File: src/rtl/adder_arbiter.sv
// adder_arbiter: shares one 16-bit adder (sum + flags) among NUM_REQ requesters
// through round-robin arbitration. The response is registered and tagged with
// the ID of the requester it belongs to.
//
// state   | meaning
// --------+-----------------------------------------------------------
// ST_IDLE | arbitrate; grant one requester and latch its operands
// ST_EXEC | latched operands drive the shared adder; result registered
// ST_RESP | response presented; held until rsp_ready
module adder_arbiter #(
   parameter int NUM_REQ = 4,
   parameter int ID_W    = 2
) (
   input  logic                    clk,
   input  logic                    rst_n,
   input  logic [NUM_REQ-1:0]      req_valid,
   output logic [NUM_REQ-1:0]      req_ready,
   input  logic [16*NUM_REQ-1:0]   req_a,
   input  logic [16*NUM_REQ-1:0]   req_b,
   output logic                    rsp_valid,
   input  logic                    rsp_ready,
   output logic [ID_W-1:0]         rsp_id,
   output logic [15:0]             rsp_sum,
   output logic [4:0]              rsp_flags,
   output logic                    busy
);

   typedef enum logic [1:0] {
      ST_IDLE = 2'd0,
      ST_EXEC = 2'd1,
      ST_RESP = 2'd2
   } state_t;

   state_t            state_q, state_d;
   logic [ID_W-1:0]   rr_ptr_q, rr_ptr_d;
   logic [15:0]       op_a_q, op_a_d;
   logic [15:0]       op_b_q, op_b_d;
   logic [ID_W-1:0]   id_q, id_d;
   logic              rsp_valid_q, rsp_valid_d;
   logic [ID_W-1:0]   rsp_id_q, rsp_id_d;
   logic [15:0]       rsp_sum_q, rsp_sum_d;
   logic [4:0]        rsp_flags_q, rsp_flags_d;

   logic              gnt_found;
   logic [ID_W-1:0]   gnt_idx;
   logic [ID_W:0]     cand;
   logic [NUM_REQ-1:0] grant_vec;

   logic [16:0]       add_full;
   logic [15:0]       add_sum;
   logic [4:0]        add_flags;

   // Round-robin search: first valid requester at or after rr_ptr, wrapping.
   always_comb begin
      gnt_found = 1'b0;
      gnt_idx   = '0;
      cand      = '0;
      for (int k = 0; k < NUM_REQ; k++) begin
         cand = {1'b0, rr_ptr_q} + (ID_W+1)'(k);
         if (cand >= (ID_W+1)'(NUM_REQ)) begin
            cand = cand - (ID_W+1)'(NUM_REQ);
         end
         if (!gnt_found && req_valid[cand[ID_W-1:0]]) begin
            gnt_found = 1'b1;
            gnt_idx   = cand[ID_W-1:0];
         end
      end
   end

   // Shared adder: carry-in is always 0; flags packed {ovf, parity, carry, zero, sign}.
   always_comb begin
      add_full  = {1'b0, op_a_q} + {1'b0, op_b_q};
      add_sum   = add_full[15:0];
      add_flags = {
         (op_a_q[15] == op_b_q[15]) && (add_sum[15] != op_a_q[15]),
         ~^add_sum,
         add_full[16],
         (add_sum == 16'h0000),
         add_sum[15]
      };
   end

   // Next-state and grant decode.
   always_comb begin
      state_d     = state_q;
      rr_ptr_d    = rr_ptr_q;
      op_a_d      = op_a_q;
      op_b_d      = op_b_q;
      id_d        = id_q;
      rsp_valid_d = rsp_valid_q;
      rsp_id_d    = rsp_id_q;
      rsp_sum_d   = rsp_sum_q;
      rsp_flags_d = rsp_flags_q;
      grant_vec   = '0;
      case (state_q)
         ST_IDLE: begin
            if (gnt_found) begin
               grant_vec[gnt_idx] = 1'b1;
               op_a_d   = req_a[16*gnt_idx +: 16];
               op_b_d   = req_b[16*gnt_idx +: 16];
               id_d     = gnt_idx;
               rr_ptr_d = (gnt_idx == ID_W'(NUM_REQ-1)) ? '0 : gnt_idx + 1'b1;
               state_d  = ST_EXEC;
            end
         end
         ST_EXEC: begin
            rsp_sum_d   = add_sum;
            rsp_flags_d = add_flags;
            rsp_id_d    = id_q;
            rsp_valid_d = 1'b1;
            state_d     = ST_RESP;
         end
         ST_RESP: begin
            if (rsp_ready) begin
               rsp_valid_d = 1'b0;
               state_d     = ST_IDLE;
            end
         end
         default: begin
            rsp_valid_d = 1'b0;
            state_d     = ST_IDLE;
         end
      endcase
   end

   // State and datapath registers with synchronous active-low reset.
   always_ff @(posedge clk) begin
      if (!rst_n) begin
         state_q     <= ST_IDLE;
         rr_ptr_q    <= '0;
         op_a_q      <= '0;
         op_b_q      <= '0;
         id_q        <= '0;
         rsp_valid_q <= 1'b0;
         rsp_id_q    <= '0;
         rsp_sum_q   <= '0;
         rsp_flags_q <= '0;
      end else begin
         state_q     <= state_d;
         rr_ptr_q    <= rr_ptr_d;
         op_a_q      <= op_a_d;
         op_b_q      <= op_b_d;
         id_q        <= id_d;
         rsp_valid_q <= rsp_valid_d;
         rsp_id_q    <= rsp_id_d;
         rsp_sum_q   <= rsp_sum_d;
         rsp_flags_q <= rsp_flags_d;
      end
   end

   // Grant is suppressed while reset is asserted.
   assign req_ready = rst_n ? grant_vec : '0;
   assign rsp_valid = rsp_valid_q;
   assign rsp_id    = rsp_id_q;
   assign rsp_sum   = rsp_sum_q;
   assign rsp_flags = rsp_flags_q;
   assign busy      = (state_q != ST_IDLE);

endmodule
File: config.mk
export PLATFORM = sky130hd
export DESIGN_NAME = adder_arbiter
export DESIGN_NICKNAME = d
export VERILOG_FILES = /design/src/rtl/adder_arbiter.sv
export SDC_FILE = /design/constraint.sdc
export NUM_CORES = 1
export LEC_CHECK = 0
export ABC_AREA = 0
export BUFFER_PORTS_ARGS = -buffer_cell sky130_fd_sc_hd__buf_2
export CAP_MARGIN = 25
export CORE_ASPECT_RATIO = 0.9
export CORE_MARGIN = 2
export CORE_UTILIZATION = 44
export DETAILED_ROUTE_END_ITERATION = 7
export GPL_TIMING_DRIVEN = 0
export PLACE_DENSITY = 0.86
export SLEW_MARGIN = 20
export SYNTH_ARGS = -nofsm -noshare
export SYNTH_HDL_FRONTEND = slang
export SYNTH_SLANG_ARGS = --single-unit
File: constraint.sdc
create_clock -name clk -period 2.9 [get_ports clk]
set_input_delay 0.58 -clock clk [delete_from_list [all_inputs] [get_ports clk]]
set_output_delay 0.58 -clock clk [all_outputs]
set_load 0.01 [all_outputs]
# ---- Word-level counts from Yosys, hierarchy flattened
# Index checks and enable logic that the tools add are counted.
dict set report totals {
  register_bits 62
  input_bits 135
  elab_cells 84
}
dict set report op_classes {
  n_addsub 9
  order_cmp 10
  n_eq_ne 7
  n_shift 2
  muxes 31
  bitwise_logic 1
  n_reduce_logical 15
}
# cell n
set op_table {}
lappend op_table {{$shiftx A64 B7 Y16} 2}
lappend op_table {{$mux W2} 11}
lappend op_table {{$add A16 B16 Y17} 1}
lappend op_table {{$logic_not A16 Y1} 1}
lappend op_table {{$reduce_xnor A16 Y1} 1}
lappend op_table {{$lt A2 B3 Y1 const B} 5}
lappend op_table {{$mux W4} 3}
lappend op_table {{$mux W1} 10}
lappend op_table {{$ge A3 B3 Y1 const B} 3}
lappend op_table {{$bmux W1 S2} 4}
lappend op_table {{$sub A2 B1 Y2 const B} 4}
lappend op_table {{$add A2 B2 Y3 const B} 2}
lappend op_table {{$pmux W2 S3} 1}
lappend op_table {{$reduce_and A2 Y1} 3}
lappend op_table {{$logic_and A1 B1 Y1} 5}
lappend op_table {{$eq A2 B2 Y1 const B} 2}
lappend op_table {{$ne A2 B2 Y1 const B} 2}
lappend op_table {{$add A2 B1 Y3 const B} 1}
lappend op_table {{$ge A2 B3 Y1 const B} 1}
lappend op_table {{$logic_not A1 Y1} 3}
lappend op_table {{$pmux W1 S3} 1}
lappend op_table {{$add A2 B1 Y2 const B} 1}
lappend op_table {{$demux W1 S2} 1}
lappend op_table {{$eq A2 B1 Y1 const B} 1}
lappend op_table {{other kinds (6)} 6}

# ---- Longest topological paths before layout
# Gate-level depths: netlist (run 1).
dict set report depth {
  depth_word 21
  depth_mapped 15
  depth_no_buf 15
}

# ---- Least setup slack after synthesis (run 1)
# Ideal clock, no wire load.
dict set report synth_path {
  kind {register to register}
  from {reg op_a_q[0]}
  to {reg rsp_flags_q[3], in the netlist rsp_flags[3]}
  setup_time_ns 0.115
  arrival_time_ns 2.658
  setup_slack_ns 0.127
  stages_incl_launch_ff 16
  path_buffers 0
  period_less_slack_ns 2.773
  cell_sequence {dfxtp_1 > ha_1 > inv_1 > fa_1 > nand2b_1 > a21oi_1 > o211a_1 > o21ai_0 > nand2_1 > xnor2_1 > ha_1 > xnor2_1 > xnor2_1 > xnor2_1 > o21ai_0 > and2_1}
}
dict set report synth_between {
  elab_chain_len 2
}
# element line_no
set synth_rtl {}
lappend synth_rtl {{start: declaration} 36} ;# logic [15:0] op_a_q, op_a_d;
lappend synth_rtl {{start signal: assignment} 141} ;# op_a_q <= op_a_d;
lappend synth_rtl {{$add A16 B16 Y17} 72} ;# add_full = {1'b0, op_a_q} + {1'b0, op_b_q};
lappend synth_rtl {{$reduce_xnor A16 Y1} 76} ;# ~^add_sum,
lappend synth_rtl {{end signal: assignment} 147} ;# rsp_flags_q <= rsp_flags_d;
lappend synth_rtl {{end: declaration} 42} ;# logic [4:0] rsp_flags_q, rsp_flags_d;
# Every way passes these cells.
# A chain may end at the register's enable or synchronous reset.

# ---- Worst setup path after layout (run 1)
dict set report layout_path {
  from {reg op_a_q[2]}
  to {reg rsp_flags_q[3], in the netlist rsp_flags[3]}
}
# Same word-level chain as after synthesis.

==> results of run 1 <==
per-layer routing:
metal / wire [um] / track usage, % / vias up
li1: - / - / 2155
met5: 0 / 0 / -
met3: 800 / 5.878 / 20
met4: 192 / 6.778 / 0
met2: 5752 / 43.51 / 163
met1: 5378 / 30.34 / 2031
logic make-up (layout without fill, tap and decap cells):
kind of cell | Yosys count | after routing | synth area share (%)
buffers and inverters | 44 | 228 | 5.218
multiplexers | 30 | 30 | 7.811
XOR/XNOR | 21 | 21 | 4.539
adder cells (fa/ha/maj) | 29 | 29 | 9.139
AO/OA/AOI/OAI | 157 | 157 | 24.11
flip-flops | 61 | 61 | 30.13
AND/OR/NAND/NOR | 165 | 165 | 19.05
path summary, 6_finish.rpt:
| check | end | slack, ps | startpoint |
|---|---|---|---|
| max | rsp_flags[3] | 20 | op_a_q[2] |
| max reg2reg | rsp_flags[3] | 20 | op_a_q[2] |
| min | rsp_sum[13] | 470 | rsp_sum[13] |
| min reg2reg | rsp_sum[13] | 470 | rsp_sum[13] |
per-stage QoR:
step	utilization [%]	worst slack [ps]	setup TNS (ps)
after floorplan	-	127.5	0
after global placement	55.53	-270.1	-772.0
after detailed placement	55.53	-302.3	-1115
after CTS	59.10	1.105	0
after global routing	59.55	-148.9	-148.9
final	59.55	21.60	0
repair_timing:
action | in CTS | in global routing
hold buffers | 0 | 0
endpoints found under the setup margin | 5 | 3
hold endpoints to repair | 0 | 0
setup buffers | 9 | 1
pin swaps | 11 | 6
resized for setup | 21 | 8
critical path, stage by stage, from the launching register on:
cell,delay (ps)
dfxtp_1,310
ha_1,400
nand3_1,170
a21oi_2,190
o211ai_1,100
buf_4,170
a22o_1,210
xnor2_2,230
ha_1,310
xnor2_2,180
xnor2_2,140
xnor2_1,130
o21ai_0,70
and2_1,160
cell type report:
| cell class | instances | area [um^2] | share of cell area, % |
|---|---|---|---|
| Sequential cell | 61 | 1222 | 22.70 |
| Inverter | 12 | 45.04 | 0.8364 |
| Timing Repair Buffer | 173 | 890.9 | 16.54 |
| Buffer | 29 | 155.1 | 2.881 |
| Tap cell | 122 | 152.6 | 2.835 |
| Clock buffer | 12 | 155.1 | 2.881 |
| Multi-Input combinational cell | 402 | 2754 | 51.14 |
| Clock inverter | 2 | 10.01 | 0.1859 |
state kept, by name, indices dropped and copies added (netlist names):
name,flops
rsp_valid,1
rsp_id,2
rsp_flags,5
state_q,2
op_b_q,16
id_q,2
rsp_sum,15
op_a_q,16
rr_ptr_q,2
report_power, final:
| part | total (mW) | switching, mW | internal (mW) |
|---|---|---|---|
| Combinational | 1.86 | 0.941 | 0.919 |
| Sequential | 1.09 | 0.109 | 0.981 |
| Clock | 0.658 | 0.314 | 0.344 |
| Total | 3.61 | 1.36 | 2.24 |
cells in the final DEF, fill, tap and decap left out, drive strengths merged, types with 3 or more instances in the layout:
master  Yosys  final
buf        11    183
a21o        4      4
nand4b      3      3
nand2b      5      5
a211o      20     20
clkbuf     21     31
o21ai      37     37
inv        12     12
and3        5      5
mux2       13     13
nand3      12     12
nand4       4      4
ha         28     28
a22oi      15     15
xor2        7      7
o211ai      6      6
nor2b       8      8
nand2     101    101
a21boi      4      4
dfxtp      61     61
xnor2      14     14
a21oi      58     58
mux2i      17     17
nor2       11     11
o211a       3      3
and2       10     10
==> impl_metrics.tcl, run 1 <==
set metrics [dict create \
    power_per_cell_area_nw_per_um2 670.1 \
    io_pins 164 \
    hpwl_mm 9.907 \
    totalWireLength_mm 12.12 \
    rsz0062_at_grt "yes" \
    cts-htree-levels 3 \
    place_area_um2 5021 \
    clock_sinks 61 \
    numPortBuffers 163 \
    initialDrtViolationCount 160 \
    stdcell_count 813 \
    dp_cells 792 \
    status "completed" \
    skew_ps 7.334 \
    ys.flop_type "dfxtp_1" \
    drc 0 \
    gp_congestion 0.8486 \
    synth_top_area_cell "dfxtp_1" \
    nFillCells 848 \
    required_ps 3140 \
    yosys_warnings 0 \
    wl_per_cell_um 14.91 \
    slew_viol_final 0 \
    synth.avg_cell_area_um2 7.993 \
    ir_drop_mv 0.2952 \
    final-hold-violation-count 0 \
    ant_nets 0 \
    grt_pass1_wl_mm 19.53 \
    core-area_um2 9042 \
    num_vias 4369 \
    cts_buffer_depth 2 \
    fin_hold_ws_ps 465.3 \
    ctsRootBufferMaster "clkbuf_8" \
    syn_area_um2 4053 \
    clk_pin_slew_ps 60 \
    grt_overflow_total 0 \
    nets 852 \
    path_class "register to register" \
    grt_pass1_vias 4325 \
    p_leak_nw 2.676 \
    antenna_found_initial 0 \
    area_growth_pct 32.88 \
    p_total_mw 3.608 \
    crit_fanout 4 \
    fmaxAchievable_mhz 347.4 \
    die_w_um 105.2 \
    netlist_top_cells_count "nand2_1, dfxtp_1, a21oi_1" \
    critPathCaptureType "register" \
    netlist_instances 507 \
    insertion_delay_ps 340 \
    min_path_cells 2 \
    synth.top_cell.area_share_pct 30.13 \
    grt_max_degree 21 \
    hold_path_class "register to register" \
    yosysMostFrequentCell "nand2_1" \
    diodes 0 \
    r2r_cells 13 \
    drive_gt1_share_pct 34.30 \
    critPathLaunchType "register" \
    final_area_um2 5385 \
    vias_per_cell 5.374 \
    drt-pass1-iter-count 4 \
    synth_cell_types 47 \
    start_util_pct 44.82 \
    maxCapViolations 0 \
    max_slew_margin_pct 66.76 \
    cts_tree "built" \
    synth.yosys.seq_area_share_pct 30.13 \
    worst_slew_pin_slew_ps 498.6 \
    yosys-top-cells-area "dfxtp_1, nand2_1, ha_1, a21oi_1, a211o_1" \
    row_count 33 \
    setup_viol 0 \
    grt_usage_pct 24.65 \
    synth_edf_count 0 \
    numCtsBuffers 9 \
    dieArea_um2 9995 \
    finalCritPeriodShare_pct 99.26 \
    syn_nets 671 \
    die_h_um 95.05 \
    crit_arrival_ps 3120 \
    finalCriticalPeriod_ps 2878 \
    ys_ff_latch 61 \
    async_flop_share_pct 0 \
]
No activity file was read; power rests on OpenSTA's default activity.
==> inputs of run 2 (changes only) <==
- CORE_UTILIZATION: 44 -> 40
- PLACE_DENSITY: 0.86 -> 0.8
==> run 2 against run 1 <==
Wire length decreased by 0.65%. Sequential cell count unchanged. Register-to-register slack about the same. Sequential power about the same. Cell count increased by 0.49%. Critical path depth increased by 2. Worst setup slack got worse by 7.8 ps. Total power increased by 9.8%. Sequential share of layout area decreased by 0.44 points. Via count decreased by 0.87%.
==> impl_metrics.tcl, run 2 (synthesized netlist as in run 1, its figures left out) <==
set metrics [dict create \
    status "completed" \
    crit_arrival_ps 3110 \
    worst_slew_pin_slew_ps 490.1 \
    start_util_pct 41.42 \
    hpwl_mm 9.587 \
    die_w_um 110.1 \
    io_pins 164 \
    skew_ps 5.699 \
    crit_slowest_cell "fa_2" \
    cts-htree-levels 3 \
    maxCapViolations 0 \
    cts_tree "built" \
    cpMostUsedCell "xnor2_1" \
    initialDrtViolationCount 158 \
    stdcell_count 817 \
    layout_commonest_cell "buf_2" \
    numPortBuffers 163 \
    row_count 34 \
    rsz0062_at_grt "yes" \
    antenna_found_initial 0 \
    num_vias 4331 \
    grt_overflow_total 0 \
    drc 0 \
    fin_setup_tns_ps 0 \
    numCtsBuffers 9 \
    fin_hold_ws_ps 463.2 \
    clock_sinks 61 \
    critPathLaunchType "register" \
    drt-pass1-iter-count 4 \
    drive_gt1_share_pct 35.46 \
    fin_util_pct 56.36 \
    max_slew_margin_pct 67.33 \
    diodes 0 \
    required_ps 3120 \
    ir_drop_mv 0.4493 \
    clkPwrFrac_pct 26.6 \
    fmaxAchievable_mhz 346.5 \
    nFillCells 913 \
    critPathMaxStageDelay_ps 370 \
    totalWireLength_mm 12.04 \
    final-hold-violation-count 0 \
    p_sw_share_pct 35.86 \
    pwr-share-comb_pct 45.7 \
    clk_pin_slew_ps 50 \
    hold_path_class "register to register" \
    path_class "register to register" \
    area_growth_pct 36.06 \
    finalCriticalPeriod_ps 2886 \
    final_cell_mix "buf_2, nand2_1, dfxtp_1, a21oi_1, o21ai_0" \
    grt_usage_pct 22.51 \
    crit_chain "ha_4, inv_1, fa_2, nand2b_4, a21oi_4, o211a_1, o21ai_2, nand2_1, xnor2_1, ha_1, xnor2_2, xnor2_1, xnor2_1, o21ai_1, and2_1" \
    nets 850 \
    ant_nets 0 \
    power_per_cell_area_nw_per_um2 718.4 \
    critPathCaptureType "register" \
    regArea_um2 1227 \
    ctsRootBufferMaster "clkbuf_16" \
    grt_max_degree 21 \
    dieArea_um2 10950 \
    internal-power_mw 2.541 \
    finalCritPeriodShare_pct 99.53 \
    setup_viol 0 \
    power_frac_seq_pct 27.7 \
    p_leak_nw 2.714 \
    p_total_mw 3.961 \
    wl_per_cell_um 14.74 \
    slew_viol_final 0 \
    multi_input_area_um2 2764 \
    cts_buffer_depth 2 \
    insertion_delay_ps 330 \
    grt_pass1_vias 4230 \
    core-area_um2 9784 \
    grt_pass1_wl_mm 19.24 \
    vias_per_cell 5.301 \
    gp_congestion 0.8528 \
    dp_cells 796 \
    crit_fanout 3 \
    die_h_um 99.49 \
    p_switching_mw 1.420 \
]
run 2: cell count changes in the layout (fill, tap and decap cells not counted), moves of 4 or more:
cell / before / now
clkbuf_16: 0 / 9
dfxtp_1: 60 / 56
ha_1: 24 / 20
dfxtp_2: 1 / 5
ha_2: 1 / 5
clkbuf_8: 11 / 1
run 2: worst max-delay path, delay by kind of cell (launching register included):
family	cells	cell delay [ps]
DFF	1	350
and+or+nand+nor	3	440
buffers and inverters	1	50
AOI/OAI and AO/OA	4	530
xor gates and xnor gates	4	590
adders and majority gates	3	840
run 2: what timing repair did:
action	4_1_cts	5_1_grt
buffers inserted	7	1
pin swaps	9	9
hold buffers	0	0
endpoints found under the setup margin	5	3
resized for setup	18	19
run 2: power groups by stage:
| stage | combinational [mW] | clock, mW | sequential (mW) |
|---|---|---|---|
| after floorplan | 1.19 | 0 | 1.08 |
| after global routing | 2.02 | 1.09 | 1.11 |
| after CTS | 1.73 | 1.06 | 1.09 |
| after global placement | 1.58 | 0 | 1.10 |
| after detailed placement | 1.63 | 0 | 1.10 |
| final | 1.81 | 1.05 | 1.10 |
run 2: layout make-up:
cell class              instances  area share [%]
clock buffers                  11           4.402
plain buffers                  29           2.746
well taps                     126           2.859
repair buffers                171           15.88
multi-input cells             402           50.12
flip-flops and latches         61           22.26
inverters                      12          0.8169
clock inverters                 5          0.9076
run 2: routing by layer:
layer / vias up / GRT usage, % / share of wire, %
met4: 0 / 8.269 / 1.1
met3: 15 / 4.718 / 7.5
met1: 1992 / 28.89 / 45
met2: 164 / 37.09 / 47
li1: 2160 / - / -
met5: - / 0 / 0
run 2: through the flow:
stage	setup slack [ps]	instance area [um^2]
4_1_cts	0.8753	5439
3_5_place_dp	-272.5	5026
3_3_place_gp	-207.4	5026
2_1_floorplan	127.5	4053
6_report	13.76	5514
5_1_grt	-122.4	5514
run 2: final timing paths:
kind              startpoint  slack (ps)      endpoint  depth (start not counted)
setup / recovery   op_a_q[0]          10  rsp_flags[3]                         15
hold / removal     rsp_id[1]         460     rsp_id[1]                          2
setup reg to reg   op_a_q[0]          10  rsp_flags[3]                         15
hold reg to reg    rsp_id[1]         460     rsp_id[1]                          2
